## src/rtl/addsub_result_stage.sv

```systemverilog
// Registered result/flag stage behind the ripple-carry adder/subtractor: 2-entry FIFO,
// per-entry status flags, an independent re-check of the adder answer, and bring-up counters.
//
// state   | meaning
// --------+-----------------------------------------------
// S_EMPTY | no entry buffered, out_valid low
// S_ONE   | head entry valid, tail slot free
// S_FULL  | head and tail valid, upstream stalled
module addsub_result_stage #(
    parameter int WIDTH = 4,
    parameter int CNT_W = 8
) (
    input  logic             clk,
    input  logic             rst,
    input  logic             in_valid,
    output logic             in_ready,
    input  logic             in_sub,
    input  logic [WIDTH-1:0] in_a,
    input  logic [WIDTH-1:0] in_b,
    input  logic [WIDTH-1:0] in_sum,
    input  logic             in_ca,
    output logic             out_valid,
    input  logic             out_ready,
    output logic [WIDTH-1:0] out_result,
    output logic             out_carry,
    output logic             out_borrow,
    output logic             out_zero,
    output logic             out_neg,
    output logic             out_ovf,
    output logic             out_err,
    input  logic             clr_stats,
    output logic [CNT_W-1:0] op_count,
    output logic [CNT_W-1:0] err_count,
    output logic             err_sticky
);

    typedef enum logic [1:0] {
        S_EMPTY = 2'd0,
        S_ONE   = 2'd1,
        S_FULL  = 2'd2
    } state_t;

    typedef struct packed {
        logic [WIDTH-1:0] result;
        logic             carry;
        logic             borrow;
        logic             zero;
        logic             neg;
        logic             ovf;
        logic             err;
    } entry_t;

    localparam logic [CNT_W-1:0] CNT_MAX = {CNT_W{1'b1}};

    state_t           state_q, state_d;
    entry_t           head_q, head_d, tail_q, tail_d, new_entry;
    logic             in_ready_q;
    logic             push, pop;
    logic [WIDTH-1:0] b_eff;
    logic [WIDTH:0]   check;
    logic [CNT_W-1:0] op_count_q, err_count_q;
    logic             err_sticky_q;

    assign out_valid = (state_q != S_EMPTY);
    assign in_ready  = in_ready_q;
    assign push      = in_valid & in_ready_q;
    assign pop       = out_valid & out_ready;

    // Flags are frozen at capture so the entry carries its own status downstream.
    always_comb begin
        b_eff            = in_sub ? ~in_b : in_b;
        check            = {1'b0, in_a} + {1'b0, b_eff} + {{WIDTH{1'b0}}, in_sub};
        new_entry.result = in_sum;
        new_entry.carry  = in_ca;
        new_entry.borrow = in_sub & ~in_ca;
        new_entry.zero   = (in_sum == '0);
        new_entry.neg    = in_sum[WIDTH-1];
        if (in_sub) begin
            new_entry.ovf = (in_a[WIDTH-1] != in_b[WIDTH-1]) & (in_sum[WIDTH-1] != in_a[WIDTH-1]);
        end else begin
            new_entry.ovf = (in_a[WIDTH-1] == in_b[WIDTH-1]) & (in_sum[WIDTH-1] != in_a[WIDTH-1]);
        end
        new_entry.err = ({in_ca, in_sum} != check);
    end

    always_comb begin
        state_d = state_q;
        head_d  = head_q;
        tail_d  = tail_q;
        case (state_q)
            S_EMPTY: begin
                if (push) begin
                    head_d  = new_entry;
                    state_d = S_ONE;
                end
            end
            S_ONE: begin
                case ({push, pop})
                    2'b10: begin
                        tail_d  = new_entry;
                        state_d = S_FULL;
                    end
                    2'b01:   state_d = S_EMPTY;
                    2'b11:   head_d  = new_entry;
                    default: ;
                endcase
            end
            S_FULL: begin
                if (pop) begin
                    head_d  = tail_q;
                    state_d = S_ONE;
                end
            end
            default: state_d = S_EMPTY;
        endcase
    end

    always_ff @(posedge clk) begin
        if (rst) begin
            state_q    <= S_EMPTY;
            head_q     <= '0;
            tail_q     <= '0;
            in_ready_q <= 1'b0;
        end else begin
            state_q    <= state_d;
            head_q     <= head_d;
            tail_q     <= tail_d;
            in_ready_q <= (state_d != S_FULL);
        end
    end

    // A clear in the same cycle as a push drops that op from the statistics.
    always_ff @(posedge clk) begin
        if (rst || clr_stats) begin
            op_count_q   <= '0;
            err_count_q  <= '0;
            err_sticky_q <= 1'b0;
        end else if (push) begin
            if (op_count_q != CNT_MAX) begin
                op_count_q <= op_count_q + CNT_W'(1);
            end
            if (new_entry.err) begin
                err_sticky_q <= 1'b1;
                if (err_count_q != CNT_MAX) begin
                    err_count_q <= err_count_q + CNT_W'(1);
                end
            end
        end
    end

    assign out_result = head_q.result;
    assign out_carry  = head_q.carry;
    assign out_borrow = head_q.borrow;
    assign out_zero   = head_q.zero;
    assign out_neg    = head_q.neg;
    assign out_ovf    = head_q.ovf;
    assign out_err    = head_q.err;
    assign op_count   = op_count_q;
    assign err_count  = err_count_q;
    assign err_sticky = err_sticky_q;

endmodule

```

## config.mk

```make
export PLATFORM = sky130hd
export DESIGN_NAME = addsub_result_stage
export DESIGN_NICKNAME = d
export VERILOG_FILES = /design/src/rtl/addsub_result_stage.sv
export SDC_FILE = /design/constraint.sdc
export NUM_CORES = 1
export LEC_CHECK = 0
export ABC_AREA = 1
export CAP_MARGIN = 15
export CELL_PAD_IN_SITES_DETAIL_PLACEMENT = 0
export CELL_PAD_IN_SITES_GLOBAL_PLACEMENT = 1
export CORE_MARGIN = 8
export CORE_UTILIZATION = 38
export CTS_CLUSTER_DIAMETER = 100
export CTS_CLUSTER_SIZE = 8
export DETAILED_ROUTE_END_ITERATION = 7
export GPL_TIMING_DRIVEN = 0
export PLACE_DENSITY_LB_ADDON = 0.1
export SLEW_MARGIN = 10
export SYNTH_ARGS = -nofsm -noshare
export SYNTH_HDL_FRONTEND = slang
export SYNTH_SLANG_ARGS = --single-unit
```

## constraint.sdc

```tcl
create_clock -name clk -period 5.15 [get_ports clk]
set_input_delay 1.545 -clock clk [delete_from_list [all_inputs] [get_ports clk]]
set_output_delay 1.545 -clock clk [all_outputs]
set_load 0.005 [all_outputs]
```

==> flow_summary.json, run 1 <==
{
  "min_from": "tail_q[7]",
  "ys_top_cells_by_area": "dfxtp_1, nand2_1, a21oi_1",
  "use_met1_pct": 15.6,
  "dpl.cell_count": 405,
  "grt_most_used_layer": "met2",
  "drt_pass1_iterations": 4,
  "clk_path_buf_depth": 2,
  "fp.dieW_um": 90.4,
  "boundaryPins": 48,
  "holdWs_ps": 469,
  "crit-reg2reg-launch": "in_ready",
  "post-route-drc-count": 0,
  "cts_tree": "yes",
  "pwr-share-seq_pct": 47.5,
  "start_util_pct": 38.6,
  "setup-tns-final_ps": 0,
  "met2_usage_pct": 19.3,
  "cts_root_buf": "clkbuf_8",
  "avgSynthCellArea_um2": 7.30,
  "yosysSeqAreaShare_pct": 36.2,
  "synthCells": 288,
  "post_cts_resized": 0,
  "stdcell_count": 413,
  "final_common_cell": "nand2_1",
  "reg2reg_setup_slack_ps": 3300,
  "synth_top_area_cell": "dfxtp_1",
  "synth_top_cell_area_share_pct": 36.2,
  "synth-warning-count": 0,
  "ff2ff_path_depth": 9,
  "drv_slew": 0,
  "track_usage_pct": 12.2,
  "wl_per_cell_um": 12.0,
  "required_ps": 5340,
  "pwr-share-clk_pct": 33.0,
  "routed-via-count": 1954,
  "routabilityCongestion": 0.790,
  "grt_pass1_wl_um": 8420,
  "internal-power_mw": 0.476,
  "mostFrequentLayoutCells": "nand2_1, clkdlybuf4s50_1, dfxtp_1",
  "crit_start": "in_b[0]",
  "core_um2": 5440,
  "area_delta_synth_final_pct": 30.2,
  "cp-start-kind": "input pin",
  "drive_gt1_share_pct": 11.4,
  "die_area_um2": 8170,
  "hold_path_end": "tail_q[7]",
  "worst-setup-path-type": "input pin to flip-flop",
  "grt_setup_unrepaired": "false",
  "fin_worst_skew_ps": 5.82,
  "crit_path_end_kind": "flip-flop",
  "cts_setup_buffers": 0,
  "r2r-end": "tail_q[1]",
  "hold_path_class": "flip-flop to flip-flop",
  "antenna_cells": 0,
  "grtUsageMet3_pct": 3.74,
  "grt_max_degree": 13,
  "ys_ff_latch": 38,
  "wl_um": 4940,
  "clock-sinks": 38,
  "gr-total-overflow": 0,
  "dp_hpwl_um": 3810,
  "fillCellCount": 564,
  "hold_buffers": 0,
  "cts_max_level": 2,
  "design_area_um2": 2740,
  "whs_path_depth": 2,
  "slew_headroom_pct": 64.2,
  "path_clk_slew_ps": 80,
  "critical_path.max_fanout": 9,
  "grt_pass1_vias": 1850,
  "rows": 27,
  "nNetsFinal": 367,
  "synth_area_um2": 2100,
  "power_density_nw_per_um2": 240,
  "ir_worst_vdd_uv": 117,
  "p_sw_share_pct": 27.5,
  "clkLatencyLatePin_ps": 290,
  "fin_util_pct": 50.3,
  "period_share_pct": 66.0,
  "max_freq_mhz": 294,
  "hold_violations": 0,
  "portBuffers": 45,
  "arrival_ps": 3590,
  "status": "completed",
  "setup_viol": 0,
  "min_period_ps": 3400,
  "antenna_found_initial": 0,
  "placed_area_um2": 2640,
  "p_sw_mw": 0.181,
  "vias_per_cell": 4.73,
  "antenna_left": 0,
  "cts_inserted_buffers": 5,
  "cap_violations": 0,
  "synth_fp_nets": 315,
  "yosysUniqueCellTypes": 38,
  "drt_iter0_drc": 58,
  "die_y_um": 90.4,
  "p_leak_nw": 1.13,
  "combPwrFrac_pct": 19.5,
  "tightest_slew_ps": 536
}
==> layer usage <==
layer	up-vias	part of all wire, %	wire length, um
met4	0	1.2	60
met3	6	4.7	232
met2	35	45	2200
met1	868	50	2450
met5	-	0	0
li1	1045	-	-
==> worst max path at each step <==
stage / slack (ps) / endpoint
CTS: 1730 / err_sticky
detailed placement: 1420 / err_count[0]
global route: 1610 / err_sticky
finish: 1750 / err_count[0]
floorplan: 1980 / err_sticky
global placement: 1410 / err_count[0]
==> area by class of cell <==
cell class                 count  area (um2)  area share [%]
sequential                    38         761            27.8
clock inverter                 2        12.5           0.457
clock buffer                   6        82.6            3.02
inverter                      36         135            4.94
timing repair buffer          45         450            16.5
multi-input combinational    204        1140            41.7
tap                           72        90.1            3.29
buffer                        10        65.1            2.38
==> critical path, stage by stage <==
cell,delay [ps]
clkdlybuf4s50_1,510
nand2_1,60
nand2_1,80
inv_1,50
fa_1,500
xor2_1,140
nand3_1,100
nor2_1,130
nand3_2,110
nand3_2,180
nand2_1,70
nand2_1,70
nor2_2,30
==> power by group through the flow <==
| stage | combinational, mW | clock, mW | sequential (mW) |
|---|---|---|---|
| floorplan | 0.0740 | 0 | 0.319 |
| global placement | 0.129 | 0 | 0.319 |
| detailed placement | 0.130 | 0 | 0.319 |
| CTS | 0.130 | 0.224 | 0.312 |
| global route | 0.143 | 0.239 | 0.314 |
| finish | 0.128 | 0.216 | 0.312 |
==> Yosys cell counts <==
master	n
o21ai_0	14
a21oi_2	1
buf_4	2
inv_1	29
nor3_2	1
o21ai_4	1
or2_0	1
nor3_1	1
nand2_1	73
nand4_2	1
nor2_2	4
or2_2	1
a21o_1	1
nand4_4	1
nor3b_1	1
ha_1	7
xor2_1	7
xor2_2	1
buf_2	4
nor2_1	19
buf_6	2
a221oi_1	1
xnor2_1	5
a31oi_1	7
a21oi_1	27
o21ai_1	5
nand3_1	6
fa_1	1
dfxtp_1	38
nor4_1	1
nand3b_1	2
nand2_2	1
inv_2	7
clkbuf_1	2
nand4_1	9
nor2_4	1
nand3_2	2
nor4_2	1
==> stage by stage <==
stage | total power [mW] | setup WS, ps
2_1_floorplan | 0.393 | 1980
3_3_place_gp | 0.448 | 1410
3_5_place_dp | 0.449 | 1420
4_1_cts | 0.667 | 1730
5_1_grt | 0.696 | 1610
6_report | 0.656 | 1750
==> cells by family (layout without fill, tap and decap cells) <==
kind of cell	count (synthesis)	in the layout	share of synthesized area, %
AOI/OAI and AO/OA	57	57	15.0
xor gates and xnor gates	13	13	5.77
adders and majority gates	8	8	5.12
buffers and inverters	46	99	9.52
DFF	38	38	36.2
and+or+nand+nor	126	126	28.4
==> registers in the layout, indices dropped and copies added (netlist names) <==
signal / cells
err_sticky: 1
out_err: 1
err_count: 8
state_q: 2
in_ready: 1
out_borrow: 1
op_count: 8
out_ovf: 1
tail_q: 9
out_carry: 1
out_result: 4
out_zero: 1
No activity file was read; power rests on OpenSTA's default activity.
==> run 2, diff against run 1 <==
Settings changed: CORE_UTILIZATION 38 to 36.
Clock period 5.15 ns to 3.45 ns, I/O delays scaled along.
==> run 2 against run 1 <==
  * Worst hold slack lost 1.2 ps
  * Highest routed layer unchanged
  * Sequential cell count unchanged
  * Global-route usage about the same
  * Die area up 4.6%
  * First-iteration DRC count up 28%
  * Clock power increased by 44%
==> flow_summary.json, run 2 (synthesized netlist as in run 1, its figures left out) <==
{
  "crit_path_end_kind": "flip-flop",
  "p_leak_nw": 1.13,
  "min_period_ps": 2870,
  "hold_buffers": 0,
  "grt_pass1_vias": 1831,
  "grt_most_used_layer": "met2",
  "drt_pass1_iterations": 4,
  "placed_area_um2": 2650,
  "path_clk_slew_ps": 90,
  "drive_gt1_share_pct": 11.4,
  "ff2ff_path_depth": 9,
  "nNetsFinal": 367,
  "finalPower_mw": 0.970,
  "use_met1_pct": 15.2,
  "status": "completed",
  "critical_path.max_fanout": 9,
  "grt_setup_unrepaired": "false",
  "worst-setup-path-type": "input pin to flip-flop",
  "cp-start-kind": "input pin",
  "crit_start": "in_b[0]",
  "crit-reg2reg-launch": "in_ready",
  "cts_root_buf": "clkbuf_8",
  "period_share_pct": 83.3,
  "max_freq_mhz": 348,
  "clock-sinks": 38,
  "antenna_found_initial": 0,
  "wl_um": 5120,
  "hold_path_class": "flip-flop to flip-flop",
  "grtUsageMet3_pct": 3.72,
  "clk_path_buf_depth": 2,
  "required_ps": 3650,
  "cts_setup_buffers": 0,
  "track_usage_pct": 12.2,
  "portBuffers": 45,
  "cts_tree": "yes",
  "grt_pass1_wl_um": 8610,
  "tightest_slew_ps": 499,
  "setup-tns-final_ps": 0,
  "core_um2": 5780,
  "vias_per_cell": 4.78,
  "top_register": "tail_q",
  "setup_viol": 0,
  "wl_per_cell_um": 12.3,
  "clkLatencyLatePin_ps": 300,
  "dp_hpwl_um": 3910,
  "fillCellCount": 617,
  "cap_violations": 0,
  "power_density_nw_per_um2": 354,
  "post_cts_resized": 0,
  "drt_iter0_drc": 74,
  "cts_max_level": 2,
  "gr-total-overflow": 0,
  "slew_headroom_pct": 66.7,
  "antenna_cells": 0,
  "whs_path_depth": 2,
  "hold_violations": 0,
  "antenna_left": 0,
  "met2_usage_pct": 19.3,
  "grt_max_degree": 14,
  "start_util_pct": 36.4,
  "mostFrequentLayoutCells": "nand2_1, clkdlybuf4s50_1, dfxtp_1",
  "fin_worst_skew_ps": 8.08,
  "post-route-drc-count": 0,
  "ir_worst_vdd_uv": 203,
  "routabilityCongestion": 0.789,
  "fp.dieW_um": 92.4,
  "design_area_um2": 2740,
  "final_common_cell": "nand2_1",
  "largest_reg_flops": 9,
  "drv_slew": 0,
  "routed-via-count": 1989,
  "area_delta_synth_final_pct": 30.2,
  "arrival_ps": 3070,
  "rows": 28,
  "die_y_um": 92.4,
  "cts_inserted_buffers": 5,
  "boundaryPins": 48,
  "die_area_um2": 8540,
  "min_from": "tail_q[7]"
}
==> run 2: cell count changes in the layout (fill, tap and decap cells not counted), sizes merged <==
cell    change
clkbuf      -1
clkinv      +1
==> run 2: final timing paths <==
kind	to	slack, ps
setup / recovery	err_count[0]	580
hold / removal	tail_q[7]	470
setup reg to reg	tail_q[1]	1640
hold reg to reg	tail_q[7]	470
==> run 2: critical path, cell delays in order <==
cell and delay [ps]:
clkdlybuf4s50_1 510, nand2_1 60, nand2_1 80, inv_1 50
fa_1 490, xor2_1 140, nand3_1 90, nor2_1 120
nand3_2 110, nand3_2 190, nand2_1 70, nand2_1 70
nor2_2 30
==> run 2: layout make-up <==
cell class | instances | area [um2] | area share, %
tap | 75 | 93.8 | 3.43
inverter | 36 | 135 | 4.94
clock inverter | 3 | 21.3 | 0.777
timing repair buffer | 45 | 450 | 16.5
multi-input combinational | 204 | 1140 | 41.7
sequential | 38 | 761 | 27.8
clock buffer | 5 | 68.8 | 2.51
buffer | 10 | 65.1 | 2.38
==> run 2: report_power, final <==
part | switching (mW) | total, mW | internal (mW)
Clock | 0.169 | 0.311 | 0.142
Combinational | 0.0989 | 0.192 | 0.0933
Sequential | 0.0103 | 0.466 | 0.456
Total | 0.278 | 0.970 | 0.692
==> run 2: through the flow <==
stage	utilization (%)	setup WS, ps	std cells	hold slack, ps
finish	47.3	575	416	468
global route	47.3	398	416	485
CTS	47.3	530	416	472
detailed placement	45.8	213	408	460
global placement	45.8	212	408	452
floorplan	-	789	288	445
==> run 2: per-layer routing <==
layer,up-vias,share of wire [%]
met5,-,0
met3,6,5.6
met4,0,1.3
met1,905,50
li1,1043,-
met2,35,43
